[config.mk]
export PLATFORM = sky130hd
export DESIGN_NAME = dclk_monitor
export DESIGN_NICKNAME = d
export VERILOG_FILES = /design/src/rtl/dclk_mon_pkg.sv /design/src/rtl/dclk_monitor_edge_det.sv /design/src/rtl/dclk_monitor.sv
export SDC_FILE = /design/constraint.sdc
export NUM_CORES = 1
export LEC_CHECK = 0
export ABC_AREA = 0
export BUFFER_PORTS_ARGS = -buffer_cell sky130_fd_sc_hd__buf_2
export CAP_MARGIN = 5
export CORE_ASPECT_RATIO = 1.1
export CORE_MARGIN = 3
export CORE_UTILIZATION = 40
export DETAILED_ROUTE_END_ITERATION = 12
export PLACE_DENSITY = 0.64
export SLEW_MARGIN = 20
export SYNTH_ARGS = -nofsm -noshare
export SYNTH_HDL_FRONTEND = slang
export SYNTH_SLANG_ARGS = --single-unit
[constraint.sdc]
create_clock -name clk -period 2.4 [get_ports clk]
set_input_delay 0.24 -clock clk [delete_from_list [all_inputs] [get_ports clk]]
set_output_delay 0.24 -clock clk [all_outputs]
set_load 0.05 [all_outputs]
[src/rtl/dclk_mon_pkg.sv]
// Shared types and defaults for the divided-clock receive monitor.
package dclk_mon_pkg;

  typedef enum logic [1:0] {
    SYNC = 2'd0,
    MEAS = 2'd1,
    LOCK = 2'd2
  } state_t;

  localparam int unsigned DEF_W        = 4;
  localparam int unsigned DEF_EXP_HI   = 4;
  localparam int unsigned DEF_EXP_LO   = 2;
  localparam int unsigned DEF_LOCK_CNT = 2;
  localparam int unsigned RUN_MAX      = 2**DEF_W - 1;

  function automatic int unsigned max_of(input int unsigned a, input int unsigned b);
    return (a > b) ? a : b;
  endfunction

endpackage

[src/rtl/dclk_monitor_edge_det.sv]
// Registers the observed divided clock and flags 0->1 / 1->0 changes against it.
module edge_det (
  input  logic clk,
  input  logic rst_b,
  input  logic d,
  output logic rise,
  output logic fall
);

  logic d_q;

  // Tracks unconditionally (also through clr) so a clear never fakes an edge.
  always_ff @(posedge clk or negedge rst_b) begin
    if (!rst_b) d_q <= 1'b0;
    else        d_q <= d;
  end

  always_comb begin
    rise = d & ~d_q;
    fall = ~d & d_q;
  end

endmodule

[src/rtl/dclk_monitor.sv]
// Measures high/low run lengths of dclk_in, qualifies lock, flags sticky faults.
module dclk_monitor
  import dclk_mon_pkg::*;
#(
  parameter int unsigned W        = DEF_W,
  parameter int unsigned EXP_HI   = DEF_EXP_HI,
  parameter int unsigned EXP_LO   = DEF_EXP_LO,
  parameter int unsigned LOCK_CNT = DEF_LOCK_CNT
) (
  input  logic         clk,
  input  logic         rst_b,
  input  logic         clr,
  input  logic         c_up,
  input  logic         dclk_in,
  output logic         rise,
  output logic         fall,
  output logic [W-1:0] hi_len,
  output logic [W-1:0] lo_len,
  output logic         locked,
  output logic         err
);

  localparam int unsigned GW = (LOCK_CNT < 2) ? 1 : $clog2(LOCK_CNT + 1);
  localparam logic [W-1:0]  HI_V    = W'(EXP_HI);
  localparam logic [W-1:0]  LO_V    = W'(EXP_LO);
  localparam logic [W-1:0]  STUCK_V = W'(max_of(EXP_HI, EXP_LO));
  localparam logic [GW-1:0] LAST_G  = GW'(LOCK_CNT - 1);

  state_t        state;
  logic [W-1:0]  run_cnt;
  logic [GW-1:0] good_cnt;
  logic          hi_ok;
  logic          edge_r, edge_f, is_edge;

  edge_det u_edge (
    .clk  (clk),
    .rst_b(rst_b),
    .d    (dclk_in),
    .rise (edge_r),
    .fall (edge_f)
  );

  assign is_edge = edge_r | edge_f;
  assign locked  = (state == LOCK);

  always_ff @(posedge clk or negedge rst_b) begin
    if (!rst_b) begin
      state    <= SYNC;
      run_cnt  <= '0;
      good_cnt <= '0;
      hi_ok    <= 1'b0;
      hi_len   <= '0;
      lo_len   <= '0;
      rise     <= 1'b0;
      fall     <= 1'b0;
      err      <= 1'b0;
    end else if (clr) begin
      state    <= SYNC;
      run_cnt  <= '0;
      good_cnt <= '0;
      hi_ok    <= 1'b0;
      hi_len   <= '0;
      lo_len   <= '0;
      rise     <= 1'b0;
      fall     <= 1'b0;
      err      <= 1'b0;
    end else begin
      rise <= edge_r;
      fall <= edge_f;

      if (is_edge)                    run_cnt <= W'(1);
      else if (c_up && run_cnt != '1) run_cnt <= run_cnt + 1'b1;

      if (is_edge && !c_up) err <= 1'b1;

      unique case (state)
        SYNC: begin
          good_cnt <= '0;
          hi_ok    <= 1'b0;
          if (is_edge) state <= MEAS;
        end

        MEAS: begin
          if (edge_f) begin
            hi_len <= run_cnt;
            hi_ok  <= (run_cnt == HI_V);
          end else if (edge_r) begin
            lo_len <= run_cnt;
            hi_ok  <= 1'b0;
            // hi_ok is only ever set by a fall, so a rise straight after SYNC is bad.
            if (hi_ok && run_cnt == LO_V) begin
              good_cnt <= good_cnt + 1'b1;
              if (good_cnt == LAST_G) state <= LOCK;
            end else begin
              good_cnt <= '0;
            end
          end
        end

        LOCK: begin
          if (edge_f) begin
            hi_len <= run_cnt;
            hi_ok  <= (run_cnt == HI_V);
            if (run_cnt != HI_V) begin
              err      <= 1'b1;
              state    <= MEAS;
              good_cnt <= '0;
            end
          end else if (edge_r) begin
            lo_len <= run_cnt;
            hi_ok  <= 1'b0;
            if (run_cnt != LO_V) begin
              err      <= 1'b1;
              state    <= MEAS;
              good_cnt <= '0;
            end
          end else if (c_up && run_cnt == STUCK_V) begin
            err      <= 1'b1;
            state    <= MEAS;
            good_cnt <= '0;
          end
        end

        default: state <= SYNC;
      endcase
    end
  end

endmodule

==> impl_summary.txt <==
----------------------------------------------------
[Status]
  Run status ... completed

[Detailed routing]
  Vias post-DR ... ~880
  Number of design-rule violations left by the first detailed-router iteration ... 21
  Vias per cell ... about 5.2
  Average wire length per cell after detail routing ... approximately 14 um
  DRC violation count after routing ... 0
  Total wire length ... around 2300 um
  Number of detailed-route iterations in the first pass ... 4
  Antenna-violating nets left ... 0

[Pwr]
  Internal portion of total power ... around 0.59 mW
  Clock network fraction of design power ... roughly 17%
  Power Density ... between 700 and 800 mW/mm^2
  Power share of the combinational group ... a little over two fifths
  Total power of the final layout ... around 0.97 mW
  Sw Share ... ~39%
  Sw power ... ~0.38 mW
  Peak supply drop ... 0.426 mV
  Sequential group share of total power ... around 41%
  Leakage dissipation ... 0.696 nW

[Critical path]
  Critical path's slowest cell ... sky130_fd_sc_hd__dfrtp_1
  Class of the most critical setup path ... flip-flop to flip-flop
  Largest delay contributor family on the critical path ... compound AO/OA/AOI/OAI gates
  Data arrival time of the worst path ... between 2 and 2.5 ns
  CP Launch Type ... flip-flop
  Critical path endpoint category ... flip-flop
  Required time of the worst setup path ... approximately 2.6 ns
  Worst-path maximum fanout ... 5
  Max incr delay on CP ... roughly 0.44 ns
  Sequence of cells on the critical path ... inv_1 -> ha_1 -> or3b_4 -> a211o_1 -> a311oi_1 -> nor2_1
  Number of buffers and inverters on the critical path ... 1

[Clock network]
  Number of resized instances in the post-cts repair step ... 0
  Insertion delay to the later sink of the worst-skew pair ... 0.30 ns
  Number of buffers inserted by post-CTS setup repair ... 0
  Number of CTS-inserted buffers ... 3
  Clock transition at the registers of the reported paths ... roughly 0.12 ns
  CTS Root Cell ... sky130_fd_sc_hd__clkbuf_4
  Number of levels in the clock H-tree ... 1
  Sinks on Clock Net ... 21
  Maximum count of clock buffers along a single path ... 2
  Total of hold buffers inserted after clock tree synthesis ... 1
  CTS tree ... built

[Timing]
  Worst Max-Slew Pin Slew ... between 0.4 and 0.5 ns
  Fmax ... between 500 and 600 MHz
  Final worst clock skew ... 0.0124 ns
  Final critical-path share of the clock period ... 77.3%
  Fin worst setup slack ... roughly 0.55 ns
  Total of endpoints with negative setup slack in the final report ... 0
  Worst max-slew margin expressed relative to the limit ... between 60 and 70%
  Number of slew-limit violations in the final report ... 0
  Fin. Hold Viols ... 0
  RSZ-0062 raised after global routing ... no
  Fin crit period ... between 1.5 and 2 ns
  Hold Worst Slack ... about 0.081 ns
  Final-layout setup total negative slack ... 0 ns

[Yosys]
  Cell taking the most area after synthesis ... sky130_fd_sc_hd__dfrtp_1
  Total nets after synthesis ... about 140
  Share of the yosys chip area belonging to registers ... between 40% and 50%
  Area share of the largest cell type after synthesis ... around 42%
  Post-synthesis cell count ... 119
  FF+latch count, synth ... 21
  Leading post-synthesis cells by cell area ... sky130_fd_sc_hd__dfrtp_1 (42%), sky130_fd_sc_hd__ha_1 (11%), sky130_fd_sc_hd__mux2i_1 (4.8%)
  Synth Cell Area ... roughly 0.0012 mm^2
  Count of distinct cell types in the synthesized netlist ... 38
  Average cell area after synthesis ... ~10 um^2
  Warning count from the yosys run ... 0

[Cells and area]
  Share of layout cells above drive strength 1 ... about a fifth
  Total Nets Final ... around 150
  Summed area of non-filler cells in the final layout ... 0.00136 mm^2
  Non-filler instance count after layout ... approximately 170
  Layout overhead on the synthesized area ... 9.26%
  Inserted Diodes ... 0
  Commonest cells after routing, fill and taps aside ... sky130_fd_sc_hd__dfrtp_1 (21), sky130_fd_sc_hd__buf_2 (16), sky130_fd_sc_hd__nor2_1 (11), sky130_fd_sc_hd__ha_1 (11), sky130_fd_sc_hd__nand2_1 (9)
  Filler cell count ... 270
  Post-Route Utilization ... 47.2%
  Most common library cell in the layout ignoring fill and taps ... sky130_fd_sc_hd__dfrtp_1

[Placement]
  Routability congestion estimate ... between 0.7 and 0.8
  Area after detailed placement ... about 0.0013 mm^2
  IO buf count ... 16
  Total placed cells including tap cells ... between 150 and 200
  HPWL after DPL ... between 1500 and 2000 um
  Worst Setup Slack post-DPL ... between 0.5 and 0.6 ns

[GRT]
  Vias in the first global route ... between 900 and 1k
  Total GRT Usage ... 13.7%
  GR met2 Demand/Resource ... between 20 and 25%
  Most Crowded Layer GR ... met2
  Met1 track demand over resource ... roughly 17%
  First-pass GRT wire length ... 4020 um
  Met3 Use GR ... 2.39%
  Number of antenna violations at the first check in global routing ... 0
  GRT Residual Overflow ... 0
  Pin count of the biggest net entering global routing ... 23

[Die]
  Die height ... roughly 64 um
  Initial core utilization ... a little over two fifths
  Chip width ... between 50 and 60 um
  Area enclosed by the die boundary ... between 0.003 and 0.004 mm^2
  Ports placed on the boundary ... 17
  Area of the core ... between 0.002 and 0.003 mm^2
  Number of rows created at floorplan ... 20

[Hold path]
  Class of the tightest hold or removal check ... input port to flip-flop

[Job]
  Max-Cap Viols ... 0

----------------------------------------------------
logic make-up after synthesis:
logic type,count (synthesis),share of synthesized area [%]
mux,8,6.64
flops,21,42.3
simple gates,47,21.3
buf+inv,14,5.84
compound gates,15,10.8
fa+ha+maj,11,11.1
xor+xnor,3,2.11
worst paths after layout:
path	to	slack (ns)	start	cells after the start
setup / recovery	err	0.55	run_cnt[0]	6
hold / removal	u_edge.d_q	0.08	dclk_in	1
setup reg to reg	err	0.55	run_cnt[0]	6
hold reg to reg	good_cnt[1]	0.50	good_cnt[1]	1
max in group asynchronous	run_cnt[2]	1.65	rst_b	2
min in group asynchronous	hi_len[2]	0.42	rst_b	2
power groups by stage:
stage                     clock network, mW  registers, mW  logic, mW
after floorplan                           0          0.430      0.303
after global placement                    0          0.405      0.400
after detailed placement                  0          0.406      0.408
after CTS                             0.177          0.400      0.411
after global routing                  0.195          0.403      0.449
final                                 0.169          0.400      0.405
area by class of cell:
| type | instances | area (um^2) | area share [%] |
|---|---|---|---|
| well taps | 33 | 41.3 | 3.04 |
| inverters | 8 | 30.0 | 2.21 |
| clock buffers | 4 | 26.3 | 1.93 |
| multi-input cells | 84 | 646 | 47.5 |
| flip-flops and latches | 21 | 526 | 38.7 |
| repair buffers | 17 | 90.1 | 6.63 |
flip-flops by register name, indices dropped and copies added, names as in the netlist:
name,count
hi_len,4
lo_len,4
run_cnt,4
good_cnt,2
state,2
err,1
fall,1
hi_ok,1
rise,1
u_edge.d_q,1
metal layers:
metal  routed length (um)  share of wire, %
met4                   15              0.66
met5                    0                 0
met2                 1130                50
met3                   86               3.8
met1                 1050                46
synth_stat cells:
| library cell | count |
|---|---|
| sky130_fd_sc_hd__and3b_1 | 1 |
| sky130_fd_sc_hd__nand2_1 | 9 |
| sky130_fd_sc_hd__o22ai_4 | 1 |
| sky130_fd_sc_hd__nor4_1 | 1 |
| sky130_fd_sc_hd__a311oi_1 | 1 |
| sky130_fd_sc_hd__buf_2 | 2 |
| sky130_fd_sc_hd__a31oi_1 | 1 |
| sky130_fd_sc_hd__a211o_1 | 1 |
| sky130_fd_sc_hd__clkbuf_1 | 2 |
| sky130_fd_sc_hd__and3_2 | 1 |
| sky130_fd_sc_hd__nand3b_1 | 2 |
| sky130_fd_sc_hd__and3b_2 | 1 |
| sky130_fd_sc_hd__xnor2_1 | 1 |
| sky130_fd_sc_hd__or2b_2 | 1 |
| sky130_fd_sc_hd__inv_1 | 8 |
| sky130_fd_sc_hd__nor2_1 | 11 |
| sky130_fd_sc_hd__a21oi_1 | 7 |
| sky130_fd_sc_hd__xor2_1 | 2 |
| sky130_fd_sc_hd__buf_6 | 1 |
| sky130_fd_sc_hd__ha_1 | 11 |
| sky130_fd_sc_hd__clkbuf_8 | 1 |
| sky130_fd_sc_hd__nor3_2 | 1 |
| sky130_fd_sc_hd__and2b_2 | 1 |
| sky130_fd_sc_hd__and4b_1 | 1 |
| sky130_fd_sc_hd__mux2_1 | 2 |
| sky130_fd_sc_hd__nand3_1 | 8 |
| sky130_fd_sc_hd__dfrtp_1 | 21 |
| sky130_fd_sc_hd__or3b_4 | 1 |
| sky130_fd_sc_hd__nand2b_1 | 3 |
| sky130_fd_sc_hd__o21bai_1 | 1 |
| sky130_fd_sc_hd__o21ai_0 | 1 |
| sky130_fd_sc_hd__nand4_1 | 1 |
| sky130_fd_sc_hd__o2bb2ai_2 | 1 |
| sky130_fd_sc_hd__nor3b_1 | 1 |
| sky130_fd_sc_hd__a2111oi_4 | 1 |
| sky130_fd_sc_hd__nand4b_1 | 1 |
| sky130_fd_sc_hd__mux2i_1 | 6 |
| sky130_fd_sc_hd__nor2b_1 | 2 |
Power figures use the tool's default switching activity.
